==> config.mk <==
export PLATFORM = sky130hd
export DESIGN_NAME = store_capture_fifo
export DESIGN_NICKNAME = d
export VERILOG_FILES = /design/src/rtl/store_capture_fifo.sv
export SDC_FILE = /design/constraint.sdc
export NUM_CORES = 1
export LEC_CHECK = 0
export BUFFER_PORTS_ARGS = -buffer_cell sky130_fd_sc_hd__buf_2
export CAP_MARGIN = 20
export CORE_MARGIN = 1
export CORE_UTILIZATION = 59
export CTS_CLUSTER_SIZE = 28
export DETAILED_ROUTE_END_ITERATION = 16
export PLACE_DENSITY = 0.78
export SLEW_MARGIN = 20
export SYNTH_ARGS = -nofsm -noshare
export SYNTH_HDL_FRONTEND = slang
export SYNTH_SLANG_ARGS = --single-unit
export TNS_END_PERCENT = 30
==> constraint.sdc <==
create_clock -name clk -period 16.05 [get_ports clk]
set_clock_uncertainty 0.1 [all_clocks]
set_input_delay 2.4075 -clock clk [delete_from_list [all_inputs] [get_ports clk]]
set_output_delay 2.4075 -clock clk [all_outputs]
set_load 0.03 [all_outputs]
==> src/rtl/store_capture_fifo.sv <==
// Observes the CPU data-memory store bus, queues stores that land in an address window,
// drains them over a valid/ready handshake and latches a sticky pass/fail signature verdict.
module store_capture_fifo #(
  parameter int          DEPTH     = 8,
  parameter int          AW        = 3,
  parameter logic [31:0] WIN_LO    = 32'h0,
  parameter logic [31:0] WIN_HI    = 32'hFF,
  parameter logic [31:0] PASS_ADDR = 32'd84,
  parameter logic [31:0] PASS_DATA = 32'hFFFF7F02
) (
  input  logic          clk,
  input  logic          reset,
  input  logic          memwrite,
  input  logic [31:0]   dataadr,
  input  logic [31:0]   writedata,
  output logic          out_valid,
  input  logic          out_ready,
  output logic [31:0]   out_addr,
  output logic [31:0]   out_data,
  output logic [AW:0]   count,
  output logic          full,
  output logic          overflow,
  output logic          pass,
  output logic          fail
);

  localparam logic [AW:0] FULL_COUNT = DEPTH[AW:0];

  logic [63:0]   mem [DEPTH];
  logic [AW-1:0] wr_ptr;
  logic [AW-1:0] rd_ptr;
  logic [31:0]   win_offset;
  logic          in_window;
  logic          push;
  logic          pop;
  logic          push_ok;
  logic          sig_hit;

  // Offset compare covers LO<=adr<=HI in one unsigned test: addresses below LO wrap to huge values.
  assign win_offset = dataadr - WIN_LO;
  assign in_window  = (win_offset <= (WIN_HI - WIN_LO));

  assign out_valid = (count != '0);
  assign full      = (count == FULL_COUNT);
  assign push      = memwrite && in_window;
  assign pop       = out_valid && out_ready;
  assign push_ok   = push && (!full || pop);
  assign out_addr  = mem[rd_ptr][63:32];
  assign out_data  = mem[rd_ptr][31:0];

  always_ff @(posedge clk) begin
    if (!reset) begin
      wr_ptr   <= '0;
      rd_ptr   <= '0;
      count    <= '0;
      overflow <= 1'b0;
      for (int i = 0; i < DEPTH; i++) mem[i] <= '0;
    end else begin
      if (push_ok) begin
        mem[wr_ptr] <= {dataadr, writedata};
        wr_ptr      <= wr_ptr + AW'(1);
      end
      if (pop) rd_ptr <= rd_ptr + AW'(1);
      if (push_ok && !pop)      count <= count + (AW+1)'(1);
      else if (pop && !push_ok) count <= count - (AW+1)'(1);
      if (push && full && !pop) overflow <= 1'b1;
    end
  end

  assign sig_hit = memwrite && (dataadr == PASS_ADDR);

  // Whichever verdict arrives first locks out the other.
  always_ff @(posedge clk) begin
    if (!reset) begin
      pass <= 1'b0;
      fail <= 1'b0;
    end else begin
      if (sig_hit && (writedata == PASS_DATA) && !fail) pass <= 1'b1;
      if (sig_hit && (writedata != PASS_DATA) && !pass) fail <= 1'b1;
    end
  end

endmodule

==> results.md <==
- The proportion of layout cells with a drive suffix above 1 is 0.471.
- Once placement finished, the instance area stood at 25700 um^2.
- The largest vdd supply drop is 86.8 uV.
- The clock period could shrink to 6640 ps.
- The total vias in the final route is 12500.
- The CTS root buffer is clkbuf_16.
- The final design area excluding fillers is 27500 um^2.
- The post-synthesis cell type count is 43.
- The category of the worst setup path launch point is a flop.
- The initial utilization of the core area, before any placement, comes to 0.600.
- The path category of the worst min-delay check is flop to flop.
- The final routed wire length divided by cell count is 23.3 um.
- In the global route stage, overall resource usage came out at 0.252.
- The cell area that synthesis handed to floorplanning was 23900 um^2.
- The length of the first detailed-routing pass in iterations is 5.
- The count of boundary I/O pins is 141.
- STA classifies the critical path endpoint as a primary output.
- The delay of the slowest cell on the worst path is 830 ps.
- Among all flip-flop cells after synthesis, the most frequent one is edfxtp_1.
- The congestion estimate from routability-driven global placement came to 0.748.
- The initial antenna violation count is 1.
- The overall routed net length is 50.1 mm.
- Buffers placed on the I/O ports in this run total 140.
- Setup total negative slack on the finished layout was measured at 0 ps.
- TritonCTS built the clock tree.
- The source-to-sink clock delay at the later pin of the worst-skew pair is 600 ps.
- The final hold violation count came to 0.
- The data arrival time of the critical path is 4140 ps.
- The final design utilization is 0.688.
- Compared with the post-synthesis result, the final layout area differs by 14.7%.
- Dividing the final minimum period by the clock period gives 0.414.
- The endpoint identified for the worst register-to-register timing path is mem[0][47]$_SDFFCE_PN0P_.
- For this design, the CTS-stage hold fixing added 0 buffers.
- Walking the worst path, the cells encountered are buf_4 -> buf_4 -> buf_16 -> mux4_2 -> mux2_2 -> buf_2.
- The origin of the critical flop-to-flop path is wr_ptr[0]$_SDFFE_PN0N_.
- The critical path is of the flop to primary output type.
- Prior to clock tree synthesis, the placed netlist has a worst setup slack of 9670 ps.
- The number of global-route vias before repair is 13100.
- CTS saw 528 sinks.
- The synthesized instance count is 1287.
- Synthesis inferred 528 register bits.
- The most numerous cell type found on the critical path is buf_4.
- The total of max-cap violations is 0.
- The post-CTS clock slew at the launch and capture registers of the worst setup and hold paths is 60 ps.
- The run finished with clean final reports.
- The register-to-register setup slack is 12450 ps.
- The number of nets with antenna violations after detailed routing is 0.
- In this run the power density over the cells is 108 nW/um^2.
- After global routing the overflow that remains totals 0.
- For this design the static power due to leakage is 8.61 nW.
- No sink is reached through more buffers than the 3 on the longest clock path.
- The setup-violating endpoint count in the final report is 0.
- Setup repair after global routing left no endpoint under its margin.
- The end of the critical path is out_data[11].
- The overall die area is 41400 um^2.
- The worst slack on hold paths is 370 ps.
- The critical path's slowest cell is buf_4.
- Averaged over all synthesized cells, the footprint is 18.6 um^2.
- The top fanout value on the critical path is 45.
- The number of levels in the clock H-tree is 2.
- Measured along the x axis, the die boundary spans 203 um.
- Counting the buffers created by CTS gives 52.
- Of all flip-flops after synthesis, the portion carrying an async set or reset was 0.
- The floorplan step defined a core boundary enclosing 39900 um^2.
- The floorplan row count is 73.
- The die height is 203 um.
- For this run, design rule violations remaining after detail routing come to 0.
- The Yosys step of the flow raised 0 warnings.
- The number of antenna cells inserted is 0.
- Dividing the detail-routed via count by the number of cells gives 5.82.
- The number of cells on the worst reg-to-reg path is 5.
- The net count of the finished layout is 1660.
- The number of flops mapped to enable cells by yosys is 512.
- Headroom to the max-slew limit came out at 0.214.
- Based on the critical path, the design can be clocked at up to 0.151 GHz.
- Detailed placement ended at an HPWL of 27.4 mm.
- The endpoint required time on the critical path is 13540 ps.
- The count of pins over their slew limit is 0.
- The share of the Yosys chip area taken by registers is 0.656.
- The largest net degree at the start of global routing is 165.
- The number of setup buffers added after CTS is 0.
- The measured slew at the worst slew-check pin is 1180 ps.
- The detailed router finished its first iteration with 1039 violations.
- After layout, the worst setup slack is 9410 ps.
- The number of instances resized during post-cts repair is 0.
- The wire length of the first global-routing pass is 77.5 mm.
sequential cells by signal, indices dropped and copies added, names as in the netlist, named ones only:
| register | flops |
|---|---|
| wr_ptr | 3 |
| fail | 1 |
| rd_ptr | 3 |
| count | 4 |
| mem | 512 |
| pass | 1 |
| overflow | 1 |
cells in the mapped netlist, types with 7 or more instances:
cell type | instances | area share
edfxtp_1 | 512 | 0.64
mux4_2 | 128 | 0.12
mux2_2 | 64 | 0.030
buf_4 | 8 | 0.0025
nand2_1 | 12 | 0.0019
buf_2 | 23 | 0.0048
clkbuf_1 | 58 | 0.0091
nand4_1 | 9 | 0.0024
nor3_2 | 320 | 0.13
dfxtp_1 | 16 | 0.013
nor4_1 | 7 | 0.0018
clkinv_1 | 40 | 0.0063
o21ai_0 | 9 | 0.0019
buf_6 | 20 | 0.0094
final cells by class:
cell class,instances,area [um^2]
Clock buffer,65,1350
Clock inverter,31,324
Tap cell,525,657
Sequential cell,528,15700
Timing Repair Buffer,165,976
Multi-Input combinational cell,797,8280
Fill cell,2638,12500
Inverter,42,158
layout by cell type (no fill, tap or decap), drive strengths merged, types with 4 or more instances in the layout:
cell / instances
nor3: 323
xnor2: 4
nand3: 5
nor4: 9
o21ai: 9
nand2: 12
mux2i: 6
clkinv: 62
dfxtp: 16
mux4: 128
edfxtp: 512
conb: 192
bufinv: 6
inv: 5
buf: 165
ha: 5
clkbuf: 65
nand4: 9
and2: 6
mux2: 64
power breakdown:
group	switching [W]	internal [W]
logic	0.000104	0.0000460
registers	0.0000216	0.00159
clock network	0.000515	0.000695
worst min-delay path by stage:
stage                            from                      to  slack (ps)  depth (start not counted)
3_3_place_gp   wr_ptr[2]$_SDFFE_PN0N_  wr_ptr[2]$_SDFFE_PN0N_         360                          2
4_1_cts         overflow$_SDFFE_PN0P_   overflow$_SDFFE_PN0P_         370                          1
5_1_grt         overflow$_SDFFE_PN0P_   overflow$_SDFFE_PN0P_         410                          1
2_1_floorplan  wr_ptr[2]$_SDFFE_PN0N_  wr_ptr[2]$_SDFFE_PN0N_         350                          2
3_5_place_dp    overflow$_SDFFE_PN0P_   overflow$_SDFFE_PN0P_         360                          1
6_report        overflow$_SDFFE_PN0P_   overflow$_SDFFE_PN0P_         370                          1
worst max-delay path: cells and delay by family, from the launching register on:
family	cells	cell delay, ps
mux	2	840
buf+inv	4	1820
flops	1	790
per-layer routing:
metal  share of wire  routed length [um]  GRT usage
met5         0.00026                  13          0
met4           0.021                1050     0.0712
met3           0.059                2980     0.0374
met2            0.51               25400      0.420
met1            0.41               20700      0.347
kinds of logic (layout without fill, tap and decap cells):
logic type / Yosys count / in the layout / share of synthesized area
buffers and inverters: 153 / 303 / 0.0327
adder cells (fa/ha/maj): 6 / 6 / 0.00345
flip-flops: 528 / 528 / 0.656
other: 1 / 192 / 0.000157
XOR/XNOR: 4 / 4 / 0.00146
multiplexers: 198 / 198 / 0.153
AO/OA/AOI/OAI: 16 / 16 / 0.00423
AND/OR/NAND/NOR: 381 / 381 / 0.149
stage by stage:
step	total power, W	instances
5_1_grt	0.00305	2153
6_report	0.00297	2153
3_5_place_dp	0.00179	2054
3_3_place_gp	0.00179	2052
2_1_floorplan	0.00174	1478
4_1_cts	0.00299	2150
Power figures use the tool's default switching activity.
